## config.mk

```make
export PLATFORM = sky130hd
export DESIGN_NAME = popcount_seq_ctrl_flat
export DESIGN_NICKNAME = d
export VERILOG_FILES = /design/src/rtl/popcount_seq_ctrl_if.sv /design/src/rtl/popcount_seq_ctrl.sv /design/src/flat_wrapper.sv
export SDC_FILE = /design/constraint.sdc
export NUM_CORES = 2
export LEC_CHECK = 0
export BUFFER_PORTS_ARGS = -buffer_cell sky130_fd_sc_hd__buf_2
export CAP_MARGIN = 10
export CORE_AREA = 2 2 409 411
export CTS_CLUSTER_DIAMETER = 50
export CTS_CLUSTER_SIZE = 28
export DETAILED_ROUTE_END_ITERATION = 10
export DIE_AREA = 0 0 411 413
export GPL_TIMING_DRIVEN = 0
export PLACE_DENSITY_LB_ADDON = 0.3
export SLEW_MARGIN = 20
export SYNTH_ARGS = -nofsm -noshare
export SYNTH_HDL_FRONTEND = slang
export SYNTH_SLANG_ARGS = --single-unit
```

## constraint.sdc

```tcl
create_clock -name clk -period 10.6 [get_ports clk]
set_clock_uncertainty 0.1 [all_clocks]
set_input_delay 0.53 -clock clk [delete_from_list [all_inputs] [get_ports clk]]
set_output_delay 0.53 -clock clk [all_outputs]
set_load 0.1 [all_outputs]
```

## src/rtl/popcount_seq_ctrl_if.sv

```systemverilog
// Handshake bundle for the sequential popcount controller: vector input
// channel (data + threshold) and result output channel.
interface popcount_seq_ctrl_if #(
    parameter int DATA_W = 1024,
    parameter int CNT_W  = $clog2(DATA_W) + 1
);
    logic              in_valid;
    logic              in_ready;
    logic [DATA_W-1:0] in_data;
    logic [CNT_W-1:0]  thresh;
    logic              out_valid;
    logic              out_ready;
    logic [CNT_W-1:0]  out_count;
    logic              out_ge;

    modport master (
        output in_valid, in_data, thresh, out_ready,
        input  in_ready, out_valid, out_count, out_ge
    );

    modport slave (
        input  in_valid, in_data, thresh, out_ready,
        output in_ready, out_valid, out_count, out_ge
    );
endinterface

```

## src/rtl/popcount_seq_ctrl.sv

```systemverilog
// Counts the 1's of a DATA_W-bit vector by walking one SLICE_W-bit popcount
// slice across it, one slice per clock, then hands out the total and a >= flag.
module popcount_seq_ctrl #(
    parameter int DATA_W  = 1024,
    parameter int SLICE_W = 64
) (
    input  logic              clk,
    input  logic              rst_n,
    input  logic              clr,
    popcount_seq_ctrl_if.slave bus,
    output logic              busy
);
    localparam int N_SLICE = DATA_W / SLICE_W;
    localparam int CNT_W   = $clog2(DATA_W) + 1;
    localparam int IDX_W   = (N_SLICE > 1) ? $clog2(N_SLICE) : 1;
    localparam int PC_W    = $clog2(SLICE_W) + 1;

    typedef enum logic [1:0] {IDLE, RUN, DONE} state_t;

    state_t             state_q, state_d;
    logic [DATA_W-1:0]  data_q;
    logic [CNT_W-1:0]   thr_q;
    logic [CNT_W-1:0]   acc_q;
    logic [IDX_W-1:0]   idx_q;
    logic [CNT_W-1:0]   count_q;
    logic               ge_q;

    logic [SLICE_W-1:0] slice;
    logic [PC_W-1:0]    slice_pc;
    logic [CNT_W-1:0]   sum_next;
    logic               last_slice;

    assign slice      = data_q[idx_q*SLICE_W +: SLICE_W];
    assign last_slice = (idx_q == IDX_W'(N_SLICE - 1));
    assign sum_next   = acc_q + CNT_W'(slice_pc);

    // NOTE: blocking '=' is correct here -- each iteration must see the running
    // sum of the previous one; sequential state below uses '<=' only.
    always_comb begin
        slice_pc = '0;
        for (int i = 0; i < SLICE_W; i++) begin
            slice_pc = slice_pc + PC_W'(slice[i]);
        end
    end

    always_ff @(posedge clk or negedge rst_n) begin
        if (!rst_n) begin
            state_q <= IDLE;
        end else begin
            state_q <= state_d;
        end
    end

    // NOTE: every output of this block gets a default first so no path leaves
    // a signal unassigned and no latch is inferred.
    always_comb begin
        state_d       = state_q;
        bus.in_ready  = 1'b0;
        bus.out_valid = 1'b0;
        busy          = 1'b0;
        case (state_q)
            IDLE: begin
                bus.in_ready = 1'b1;
                if (bus.in_valid) state_d = RUN;
            end
            RUN: begin
                busy = 1'b1;
                if (last_slice) state_d = DONE;
            end
            DONE: begin
                bus.out_valid = 1'b1;
                if (bus.out_ready) state_d = IDLE;
            end
            default: state_d = IDLE;
        endcase
        // Abort outranks every transition, including an accept in IDLE.
        if (clr) state_d = IDLE;
    end

    // NOTE: the wide data register is reset along with the rest of the
    // datapath, so nothing observable after reset can derive from stale bits.
    always_ff @(posedge clk or negedge rst_n) begin
        if (!rst_n) begin
            data_q  <= '0;
            thr_q   <= '0;
            acc_q   <= '0;
            idx_q   <= '0;
            count_q <= '0;
            ge_q    <= 1'b0;
        end else if (clr) begin
            acc_q <= '0;
            idx_q <= '0;
        end else begin
            case (state_q)
                IDLE: begin
                    if (bus.in_valid) begin
                        data_q <= bus.in_data;
                        thr_q  <= bus.thresh;
                        acc_q  <= '0;
                        idx_q  <= '0;
                    end
                end
                RUN: begin
                    acc_q <= sum_next;
                    if (last_slice) begin
                        idx_q   <= '0;
                        count_q <= sum_next;
                        ge_q    <= (sum_next >= thr_q);
                    end else begin
                        idx_q <= idx_q + IDX_W'(1);
                    end
                end
                default: ;
            endcase
        end
    end

    assign bus.out_count = count_q;
    assign bus.out_ge    = ge_q;
endmodule
```

## src/flat_wrapper.sv

```systemverilog
// flat-port wrapper written by rule: the top's interface ports become plain ports
module popcount_seq_ctrl_flat 
#(
    parameter int DATA_W  = 1024,
    parameter int SLICE_W = 64
)
  (clk, rst_n, clr, busy, bus_in_valid, bus_in_data, bus_thresh, bus_out_ready, bus_in_ready, bus_out_valid, bus_out_count, bus_out_ge);
  popcount_seq_ctrl_if #(.DATA_W(DATA_W)) bus_i ();
  input  logic clk;
  input  logic rst_n;
  input  logic clr;
  output logic busy;
  input wire logic [$bits(bus_i.in_valid)-1:0] bus_in_valid;
  input wire logic [$bits(bus_i.in_data)-1:0] bus_in_data;
  input wire logic [$bits(bus_i.thresh)-1:0] bus_thresh;
  input wire logic [$bits(bus_i.out_ready)-1:0] bus_out_ready;
  output wire logic [$bits(bus_i.in_ready)-1:0] bus_in_ready;
  output wire logic [$bits(bus_i.out_valid)-1:0] bus_out_valid;
  output wire logic [$bits(bus_i.out_count)-1:0] bus_out_count;
  output wire logic [$bits(bus_i.out_ge)-1:0] bus_out_ge;
  assign bus_i.in_valid = bus_in_valid;
  assign bus_i.in_data = bus_in_data;
  assign bus_i.thresh = bus_thresh;
  assign bus_i.out_ready = bus_out_ready;
  assign bus_in_ready = bus_i.in_ready;
  assign bus_out_valid = bus_i.out_valid;
  assign bus_out_count = bus_i.out_count;
  assign bus_out_ge = bus_i.out_ge;
  popcount_seq_ctrl #(.DATA_W(DATA_W), .SLICE_W(SLICE_W)) u_core (.clk(clk), .rst_n(rst_n), .clr(clr), .bus(bus_i), .busy(busy));
endmodule
```

==> results.toml <==
[synth]
synthTopCellsByCount = "dfrtp_1 (1064), mux2_1 (1000), mux2i_1 (257)"
synth_area_leaders = "dfrtp_1 (53%), mux2_1 (22%), mux4_2 (5.8%)"
synth_edf_count = 0
seq_area_frac_synth_pct = 53.1
async_flop_share_pct = 100
syn_avg_cell_area_um2 = 15.0
synth_mux_area_share_pct = 34.1
yosys.area_share.adder_pct = 3.10
yosysMostFrequentCell = "dfrtp_1"
syn-cell-area_um2 = 50100
ys_ff_latch = 1064
synth_xor_area_share_pct = 0.192
yosys.area_share.simple_pct = 1.20
synth_top_family_by_area = "multiplexers"
yosysTopAreaCell = "dfrtp_1"
syn_nets = 4464
synthCells = 3333
synth-compound-area-share_pct = 4.67
synthDistinctLibCells = 50
ys_warn_count = 0
synth_flop_cell = "dfrtp_1"
synth_top_area_share_pct = 53.1

[min_path]
hold_depth = 4
worstHoldPathType = "in -> reg"

[placed_design]
place_congestion = 0.906
place_ws_ps = -881
dp_hpwl_um = 196000
dp_cells = 6605
io_buffers = 1054

[timing]
layout_min_cycle_time_ps = 10300
worst_slack_ps = 304
tightest_slew_ps = 1280
fmax_ghz = 0.0971
final_max_slew_viol_count = 0
hold_ws_ps = 108
period_share_pct = 97.1
setup_viol = 0
slew_headroom_pct = 14.4
hold_violations = 0

[floorplan]
fp.dieW_um = 411
dieHeight_um = 413
io_pins = 1055
die-area_um2 = 170000
num_rows = 150
start_util_pct = 30.2
core_um2 = 166000

[detailed_routing]
wl_um = 257000
first_pass_iters = 6
via_count = 40407
dr.first_iter.drc_count = 3089
ant_nets = 0
routedWlPerCell_um = 32.3
vias_per_cell = 5.08
remaining_drc_errors = 0

[power]
p_leak_uw = 0.0326
power.share.clock_pct = 18.1
power.switching_uw = 12500
power_frac_comb_pct = 62.1
switching_share_pct = 45.3
pwr-share-seq_pct = 19.8
power.total_uw = 27500
powerDensity_nw_per_um2 = 367
p_int_uw = 15000
ir_worst_vdd_v = 0.00121

[global_route]
busiest_layer = "met2"
grt_util_met3_pct = 6.54
grt_start_max_net_pins = 132
grt_usage_pct = 29.7
grt_pass1_vias = 43285
antenna_found_initial = 78
grt_remaining_overflow = 0
grt_use_met1_pct = 37.5
grt_pass1_wl_um = 345000
grtUsageMet2_pct = 48.9

[worst_setup_path]
crit_required_ps = 11190
cp.depth = 35
crit_type = "reg -> reg"
crit_buf_inv = 5
cpPeakStageDelay_ps = 670
crit_arrival_ps = 10880
cp_slowest_cell = "a221oi_2"
start_kind = "register"
path_delay_family = "adder cells"
cp-end-kind = "register"
worstRegToRegCells = 35
path_max_fanout = 10
path_common_cell = "fa_1"

[clock_network]
cts_sinks = 1064
clk_pin_slew_ps = 60
cts_root_buffer = "clkbuf_16"
cts_tree = "done"
htreeDepth = 4
cts_buffer_depth = 3
cts_buffers = 138
clkLatencyLatePin_ps = 800

[finish]
syn2layout_area_growth_pct = 49.5
drive_gt1_share_pct = 31.1
instances_no_fill = 7955
fill_cells = 15040
num-nets-final = 6722

[flow_run]
maxCapViolCount = 0

[status]
status = "finished clean"
## what timing repair did
action | in CTS | in global routing
buffers inserted | 0 | 11
hold endpoints to repair | 1191 | 0
pin swaps | 0 | 11
hold buffers | 1038 | 0
gates resized for setup | 97 | 135
cloned | 0 | 0
endpoints found under the setup margin | 7 | 1
## layout by cell type (no fill, tap or decap), types with 13 or more instances in the layout
cell type      netlist  layout
mux2_1            1000    1000
clkbuf_1            52      18
mux2i_1            257     249
dlygate4sd3_1        0    1038
a221oi_1            93      49
buf_4              116     105
inv_6                0      24
nand2_1             97      97
buf_2               31    1071
ha_1                36      35
o21ai_0             35      35
a221oi_4             0      13
clkbuf_16            0     143
o21ai_1             15      15
mux4_2             128     128
a21oi_1             27      24
dfrtp_1           1064    1064
o221ai_1            64      57
buf_16               0      13
mux2_2              31      31
o21a_1              15      15
clkbuf_2             1      26
clkbuf_4             0      16
fa_1                55      53
clkinv_2             0      14
diode_2              0      50
a221oi_2             0      31
buf_6               29      51
inv_1               70      70
a22oi_1             24      23
## kinds of logic (layout without fill, tap and decap cells)
family | Yosys count | in the layout
adder cells (fa/ha/maj) | 91 | 91
other | 0 | 50
multiplexers | 1416 | 1416
flip-flops | 1064 | 1064
XOR/XNOR | 11 | 11
buffers and inverters | 301 | 2669
AO/OA/AOI/OAI | 312 | 312
AND/OR/NAND/NOR | 138 | 138
## power groups by stage
stage	Clock (µW)	Sequential (µW)	Combinational, µW
5_1_grt	5220	5530	18400
3_5_place_dp	0	5480	15100
2_1_floorplan	0	5280	14200
6_report	4980	5440	17100
4_1_cts	5050	5410	15600
3_3_place_gp	0	5470	14700
## layer usage
layer | routed length (µm) | vias to the layer above
met5 | 128 | -
met4 | 12500 | 20
met3 | 15900 | 587
met2 | 121000 | 1827
met1 | 107000 | 20953
li1 | - | 17020
## path summary, 6_finish.rpt
kind / start / to / slack [ps]
worst max-delay path: u_core.idx_q[0]$_DFFE_PN0P_ / u_core.bus.out_ge$_DFFE_PN0P_ / 300
worst min-delay path: clr / u_core.acc_q[9]$_DFFE_PN0P_ / 110
worst max register to register: u_core.idx_q[0]$_DFFE_PN0P_ / u_core.bus.out_ge$_DFFE_PN0P_ / 300
worst min register to register: u_core.data_q[660]$_DFFE_PN0P_ / u_core.data_q[660]$_DFFE_PN0P_ / 380
max in group asynchronous: rst_n / u_core.data_q[901]$_DFFE_PN0P_ / 7060
min in group asynchronous: rst_n / u_core.data_q[104]$_DFFE_PN0P_ / 120
## per-stage QoR
stage / area (µm²) / utilization (%) / setup TNS, ps
after floorplan: 50100 / - / 0
after global placement: 58100 / 35.0 / -
after detailed placement: 58500 / 35.3 / -1210
after CTS: 74200 / 44.7 / 0
after global routing: 74900 / 45.1 / -14.5
final: 74900 / 45.2 / 0
## worst min-delay path: cells and delay by family
kind | cells | cell delay [ps]
compound gates | 2 | 170
buf+inv | 1 | 170
simple gates | 1 | 90
## flip-flops by register name, summed over array words and instances, names as in the netlist
register	cells
u_core.acc_q	11
u_core.bus.out_count	11
u_core.bus.out_ge	1
u_core.data_q	1024
u_core.idx_q	4
u_core.state_q	2
u_core.thr_q	11
## area by class of cell
cell class              instances  area (µm²)  area share, %
plain buffers                 230        1950           2.60
diodes                         50         125          0.167
flip-flops and latches       1064       26600           35.5
clock inverters                89        1070           1.43
well taps                    2204        2760           3.68
clock buffers                 161        3750           5.00
repair buffers               2118       16100           21.5
multi-input cells            1968       22300           29.7
inverters                      71         267          0.356
Power figures use the tool's default switching activity.
